<file path="config.mk">
export PLATFORM = sky130hd
export DESIGN_NAME = mem_stage_mc
export DESIGN_NICKNAME = d
export VERILOG_FILES = /design/src/rtl/mem_stage_mc.sv
export SDC_FILE = /design/constraint.sdc
export NUM_CORES = 1
export LEC_CHECK = 0
export ABC_AREA = 1
export CAP_MARGIN = 20
export CELL_PAD_IN_SITES_DETAIL_PLACEMENT = 0
export CELL_PAD_IN_SITES_GLOBAL_PLACEMENT = 1
export CORE_UTILIZATION = 35
export DETAILED_ROUTE_END_ITERATION = 6
export GPL_TIMING_DRIVEN = 0
export PLACE_DENSITY_LB_ADDON = 0.3
export SLEW_MARGIN = 30
export SYNTH_ARGS = -nofsm -noshare
export SYNTH_HDL_FRONTEND = slang
export SYNTH_SLANG_ARGS = --single-unit
</file>
<file path="constraint.sdc">
create_clock -name clk -period 1.7 [get_ports clk]
set_input_delay 0.34 -clock clk [delete_from_list [all_inputs] [get_ports clk]]
set_output_delay 0.34 -clock clk [all_outputs]
set_load 0.1 [all_outputs]
</file>
<file path="src/rtl/mem_stage_mc.sv">
// MEM stage with MEM/WB register; drives a multi-cycle req/ack data memory and stalls upstream meanwhile.
// Optional build macro MEM_TIMEOUT_EN adds a MAX_WAIT watchdog that reports bus_err on a missing ack.
//   state | meaning
//   IDLE  | no access outstanding; non-memory ops pass straight to the stage register
//   BUSY  | request on the bus, waiting for dmem_ack (or watchdog expiry)
//   DONE  | result held until downstream accepts with en
module mem_stage_mc #(
  parameter int DATA_W   = 32,
  parameter int ADDR_W   = 32,
  parameter int REG_W    = 5,
  parameter int MAX_WAIT = 15
) (
  input  logic                clk,
  input  logic                reset,
  input  logic                in_valid,
  input  logic                en,
  input  logic                flush,
  input  logic                wb_en_i,
  input  logic                mem_rd_i,
  input  logic                mem_wr_i,
  input  logic [1:0]          size_i,
  input  logic                unsigned_i,
  input  logic [ADDR_W-1:0]   addr_i,
  input  logic [DATA_W-1:0]   wdata_i,
  input  logic [ADDR_W-1:0]   pc_next_i,
  input  logic [REG_W-1:0]    rd_i,
  input  logic                is_branch_i,
  input  logic                zero_i,
  output logic                stall_o,
  output logic                branch_o,
  output logic                dmem_req,
  output logic                dmem_we,
  output logic [ADDR_W-1:0]   dmem_addr,
  output logic [DATA_W-1:0]   dmem_wdata,
  output logic [DATA_W/8-1:0] dmem_be,
  input  logic                dmem_ack,
  input  logic [DATA_W-1:0]   dmem_rdata,
  output logic                out_valid,
  output logic                wb_en,
  output logic                mem_to_reg,
  output logic [DATA_W-1:0]   read_data,
  output logic [ADDR_W-1:0]   alu_result,
  output logic [ADDR_W-1:0]   pc_next,
  output logic [REG_W-1:0]    rd,
  output logic                misalign,
  output logic                bus_err
);
  localparam int BE_W  = DATA_W / 8;
  localparam int OFF_W = $clog2(BE_W);

  typedef enum logic [1:0] {IDLE = 2'd0, BUSY = 2'd1, DONE = 2'd2} state_t;
  state_t state;

  logic              live, access, aligned, mem_op, mis, timeout, sbit;
  logic [OFF_W-1:0]  off;
  logic [BE_W-1:0]   lane_mask, req_be;
  logic [DATA_W-1:0] wdata_rep, req_wdata, hold_data, shifted, keep, load_data;
  logic [ADDR_W-1:0] req_addr, req_pc;
  logic [REG_W-1:0]  req_rd;
  logic [1:0]        req_size;
  logic              req_we, req_load, req_wb, req_uns, req_kill, hold_err;

  assign off    = addr_i[OFF_W-1:0];
  assign live   = in_valid & ~flush;
  assign access = live & (mem_rd_i | mem_wr_i);
  assign mem_op = access & aligned;
  assign mis    = access & ~aligned;

  always_comb begin
    aligned   = 1'b1;
    lane_mask = '1;
    wdata_rep = wdata_i;
    case (size_i)
      2'b00: begin
        lane_mask = BE_W'(1);
        wdata_rep = {BE_W{wdata_i[7:0]}};
      end
      2'b01: begin
        aligned   = (off[0] == 1'b0);
        lane_mask = BE_W'(3);
        wdata_rep = {(BE_W/2){wdata_i[15:0]}};
      end
      2'b10: begin
        aligned   = (off[1:0] == 2'b00);
        lane_mask = BE_W'(15);
        wdata_rep = {(BE_W/4){wdata_i[31:0]}};
      end
      default: aligned = (DATA_W == 64) && (off == '0);
    endcase
  end

  // Load lane extraction uses the captured request, since upstream may flush during BUSY.
  assign shifted = dmem_rdata >> {req_addr[OFF_W-1:0], 3'b000};
  always_comb begin
    keep = '1;
    sbit = 1'b0;
    case (req_size)
      2'b00:   begin keep = DATA_W'(8'hFF);        sbit = shifted[7];  end
      2'b01:   begin keep = DATA_W'(16'hFFFF);     sbit = shifted[15]; end
      2'b10:   begin keep = DATA_W'(32'hFFFF_FFFF); sbit = shifted[31]; end
      default: begin keep = '1;                    sbit = 1'b0;        end
    endcase
  end
  assign load_data = (shifted & keep) | ((~req_uns & sbit) ? ~keep : '0);

  assign dmem_req   = (state == BUSY);
  assign dmem_we    = req_we;
  assign dmem_addr  = {req_addr[ADDR_W-1:OFF_W], {OFF_W{1'b0}}};
  assign dmem_wdata = req_wdata;
  assign dmem_be    = req_be;
  assign branch_o   = is_branch_i & zero_i & live;
  assign stall_o    = reset & (((state == IDLE) & mem_op) | (state == BUSY) |
                               ((state == DONE) & ~en));

`ifdef MEM_TIMEOUT_EN
  localparam int CNT_W = (MAX_WAIT > 1) ? $clog2(MAX_WAIT) : 1;
  logic [CNT_W-1:0] cnt;
  assign timeout = (cnt == CNT_W'(MAX_WAIT - 1));
  always_ff @(posedge clk or negedge reset) begin
    if (!reset)              cnt <= '0;
    else if (state != BUSY)  cnt <= '0;
    else                     cnt <= cnt + CNT_W'(1);
  end
`else
  assign timeout = 1'b0;
`endif

  always_ff @(posedge clk or negedge reset) begin
    if (!reset) begin
      state      <= IDLE;
      req_addr   <= '0;  req_pc   <= '0;  req_wdata <= '0;  req_be  <= '0;
      req_rd     <= '0;  req_size <= '0;  req_we    <= 1'b0; req_load <= 1'b0;
      req_wb     <= 1'b0; req_uns <= 1'b0; req_kill <= 1'b0;
      hold_data  <= '0;  hold_err <= 1'b0;
      out_valid  <= 1'b0; wb_en <= 1'b0; mem_to_reg <= 1'b0; read_data <= '0;
      alu_result <= '0;  pc_next <= '0; rd <= '0; misalign <= 1'b0; bus_err <= 1'b0;
    end else begin
      if (flush && state != IDLE) req_kill <= 1'b1;
      // Any en cycle that does not deliver a result hands downstream a bubble.
      if (en && state != DONE && (state == BUSY || mem_op)) begin
        out_valid <= 1'b0;
        wb_en     <= 1'b0;
        misalign  <= 1'b0;
        bus_err   <= 1'b0;
      end
      case (state)
        IDLE: begin
          if (mem_op) begin
            state     <= BUSY;
            req_addr  <= addr_i;
            req_pc    <= pc_next_i;
            req_wdata <= wdata_rep;
            req_be    <= lane_mask << off;
            req_we    <= mem_wr_i;
            req_load  <= mem_rd_i;
            req_wb    <= wb_en_i;
            req_uns   <= unsigned_i;
            req_size  <= size_i;
            req_rd    <= rd_i;
            req_kill  <= 1'b0;
          end else if (en) begin
            out_valid  <= live;
            wb_en      <= wb_en_i & live & ~mis;
            mem_to_reg <= mem_rd_i;
            read_data  <= '0;
            alu_result <= addr_i;
            pc_next    <= pc_next_i;
            rd         <= rd_i;
            misalign   <= mis;
            bus_err    <= 1'b0;
          end
        end
        BUSY: begin
          if (dmem_ack) begin
            state     <= DONE;
            hold_data <= req_load ? load_data : '0;
            hold_err  <= 1'b0;
          end else if (timeout) begin
            state     <= DONE;
            hold_data <= '0;
            hold_err  <= 1'b1;
          end
        end
        DONE: begin
          if (en) begin
            state      <= IDLE;
            out_valid  <= ~(req_kill | flush);
            wb_en      <= req_wb & ~hold_err & ~(req_kill | flush);
            mem_to_reg <= req_load;
            read_data  <= hold_data;
            alu_result <= req_addr;
            pc_next    <= req_pc;
            rd         <= req_rd;
            misalign   <= 1'b0;
            bus_err    <= hold_err;
          end
        end
        default: state <= IDLE;
      endcase
    end
  end
endmodule

</file>
==> metrics.md <==
| Metric | Value |
|---|---|
| Status | finished with violations |
| Failing checks | negative setup slack |
| Clk network pwr share | 0.231 |
| # setup viols final | 116 |
| CP Launch Type | register |
| Nets | 2038 |
| Setup TNS | -7.748 ns |
| Share of power burned in registers | 0.303 |
| Routed length on met3 | 2916 um |
| Slowest library cell on the worst path | dfrtp_2 |
| IO Pins | 325 |
| Buf/Inv on CP | 3 |
| Worst Path Arrival | 1.77 ns |
| CTS Sinks | 252 |
| Die area | 34120 um2 |
| Wire length on met2 | 18720 um |
| P_int | 0.01465 W |
| Compound-Gate Fraction of Synth Area | 0.1216 |
| Buffers on Ports | 320 |
| Initial DRC Count | 578 |
| CP peak stage delay | 0.41 ns |
| CTS H-Tree Depth | 1 |
| Layout area overhead | 49.53% |
| Cell family with most CP delay | buffers and inverters |
| Final Max Tran Viols | 0 |
| CTS root buffer | clkbuf_16 |
| Layout Cells excl Fill | 2354 |
| Synthesized area | 11680 um2 |
| Via density per instance | 4.700 |
| FP Rows | 66 |
| Met1 wire length | 17840 um |
| Multiplexer share of the synthesized area | 0 |
| Initial antenna violation count | 0 |
| Post-Synthesis Cells | 1485 |
| Largest net degree at the start of global routing | 80 |
| Highest metal used | met4 |
| Required @ worst endpoint | 1.36 ns |
| Routability congestion estimate | 0.8723 |
| Synth unique cells | 28 |
| Slew HR | 0.5474 |
| Crit-path max FO | 3 |
| All-Layer GR Usage | 0.2258 |
| Total of max-cap violations | 0 |
| Slew at the pin with the worst max-slew slack | 0.6766 ns |
| Post-Synth Adder-Cell Area | 0 |
| Minimum clock period | 2.111 ns |
| R2r worst-path depth | 12 |
| Cell area power density | 1589 nW/um2 |
| Worst hold stages | 3 |
| Fill count | 3185 |
| Sw Pwr | 0.01311 W |
| Unrepaired setup endpoints after global routing | true |
| Mean Syn Cell Area | 7.869 um2 |
| Post-Synth XOR/XNOR Area | 0 |
| Worst Hold End | req_size[0]$_DFFE_PN0P_ |
| Sequential share of the synthesized area | 0.5397 |
| HPWL after DPL | 27500 um |
| N_diodes | 0 |
| Final hold vios | 0 |
| Final Skew | 0.01076 ns |
| Drt total wl | 39910 um |
| Reg-to-reg startpoint | state[0]$_DFFE_PN0P_ |
| Core ar. | 32700 um2 |
| Congestion Overflow GR | 0 |
| Worst setup margin | -0.4113 ns |
| Hold/Removal Path Class | primary input to register |
| Crit Reg-Reg Endpoint | hold_data[25]$_DFFE_PN0P_ |
| R2R setup slack | -0.15 ns |
| Critical path, cell by cell | buf_6 > nor2_4 > nand3_4 > buf_12 > a31oi_4 > buf_12 |
| Number of global-route vias before repair | 10680 |
| # DRC | 0 |
| Fmax | 0.4736 GHz |
| Yosys warns | 0 |
| Simple-gate area share of the yosys netlist | 0.2463 |
| Switching share of total power | 0.4723 |
| #FFs+latches synth | 252 |
| DR vias | 11060 |
| Max IR drop VDD | 1091 uV |
| LEAKAGE | 8.805 nW |
| Critical Path Sink Type | output port |
| TritonCTS clock tree | yes |
| Die Wd | 184.7 um |
| Initial core utilization | 0.3573 |
| Number of nets with antenna violations after routing | 0 |
| DR WL/cell | 16.95 um |
| CP dominant cell by count | buf_12 |
| First-pass DRT Iterations | 5 |
| Share of cells above drive strength 1 | 0.2275 |
| Main combinational cell family by area after synthesis | simple AND/OR/NAND/NOR gates |
| Worst skew pair latency | 0.53 ns |
| Clock transition at path regs | 0.06 ns |
| Setup CP Type | register to output port |
| Fin crit share | 1.242 |
| Hold Startpoint | size_i[0] |
| Clock buffer depth | 3 |
| Placed instance count | 2251 |
| CTS Buf Count | 29 |
| Combinational Power Share | 0.466 |
| Die H | 184.7 um |
| First-pass GRT wire length | 60220 um |
[worst max path at each step]
| stage | endpoint | slack [ns] | cells past startpoint | startpoint |
|---|---|---|---|---|
| 5_1_grt | stall_o | -0.49 | 6 | state[1]$_DFFE_PN0P_ |
| 6_report | stall_o | -0.41 | 6 | state[1]$_DFFE_PN0P_ |
| 3_5_place_dp | stall_o | -1.95 | 8 | mem_rd_i |
| 2_1_floorplan | stall_o | -0.38 | 4 | state[0]$_DFFE_PN0P_ |
| 3_3_place_gp | read_data[13]$_DFFE_PN0P_ | -11.00 | 1 | reset |
| 4_1_cts | stall_o | -0.45 | 6 | state[1]$_DFFE_PN0P_ |
[tightest hold or removal path: stages]
cell	delay (ns)
dlymetal6s2s_1	0.15
inv_1	0.09
o21ai_0	0.08
[cells by family after synthesis]
kind of cell / count (synthesis)
other: 1
flip-flops: 252
AO/OA/AOI/OAI: 278
buffers and inverters: 224
AND/OR/NAND/NOR: 730
[metal layers]
layer,vias up,GRT usage
met5,-,0
met4,0,0.03471
met3,35,0.04979
met2,330,0.3682
met1,5228,0.3119
li1,5471,-
[cell type report]
type	count	area, um2	area share
Timing Repair Buffer	376	3652	0.2090
Inverter	104	427.9	0.02449
Clock buffer	44	862.1	0.04934
Buffer	117	1057	0.06051
Sequential cell	252	6309	0.3610
Clock inverter	8	125.1	0.007161
Tap cell	442	553.0	0.03165
Multi-Input combinational cell	1011	4487	0.2568
[placed cells by master (no fill, tap or decap), types with 7 or more instances in the layout]
master	instances
nand3_1	55
clkbuf_8	8
clkbuf_1	19
nor2_4	7
nand2_2	12
buf_4	123
nand2_1	625
clkdlybuf4s50_1	138
nor2_1	14
a21oi_2	8
o21ai_1	48
inv_1	96
clkbuf_16	48
buf_2	46
buf_6	26
buf_12	14
clkbuf_4	71
clkbuf_2	13
a21oi_1	27
o21ai_0	181
dfrtp_1	250
o211ai_1	9
buf_8	21
nor2_2	7
[cell usage after synthesis, drive strengths merged]
cell type | instances | area (um2)
o31ai | 1 | 7.510
clkbuf | 40 | 150.1
o22ai | 1 | 6.260
a31oi | 1 | 6.260
nand3 | 58 | 315.3
a21oi | 36 | 180.2
conb | 1 | 3.750
inv | 104 | 392.9
nand2 | 640 | 2412
nor2 | 28 | 125.1
dfrtp | 252 | 6306
o21ai | 229 | 1146
nand3b | 1 | 7.510
o211ai | 9 | 67.56
a21boi | 1 | 7.510
nor3 | 1 | 5.000
nand4 | 2 | 12.51
buf | 80 | 533.0
[through the flow]
| stage | area, um2 | worst slack, ns | hold WS, ns | util | power, W |
|---|---|---|---|---|---|
| floorplan | 11720 | -0.3791 | 0.04441 | - | 0.01779 |
| global placement | 15480 | -11.00 | 0.4612 | 0.4733 | 0.02108 |
| detailed placement | 15520 | -1.945 | 0.2797 | 0.4746 | 0.02114 |
| CTS | 16140 | -0.4480 | 0.1857 | 0.4936 | 0.02724 |
| global route | 17470 | -0.4931 | 0.1798 | 0.5343 | 0.02908 |
| finish | 17470 | -0.4113 | 0.1768 | 0.5343 | 0.02776 |
[power groups by stage]
stage               Sequential [W]  Clock, W  Combinational, W
floorplan                   0.0131         0           0.00464
global placement           0.00847         0            0.0126
detailed placement         0.00848         0            0.0127
CTS                        0.00839   0.00658            0.0123
global route               0.00860   0.00682            0.0137
finish                     0.00840   0.00642            0.0129
[what timing repair did]
| item | CTS | global route |
|---|---|---|
| setup endpoints to repair | 353 | 277 |
| hold buffers | 2 | 0 |
| cloned | 1 | 23 |
| buffers inserted | 7 | 21 |
| hold endpoints to repair | 44 | 0 |
| pin swaps | 6 | 15 |
| resized for setup | 985 | 258 |
Note: power is estimated with default switching activity, not from simulation.
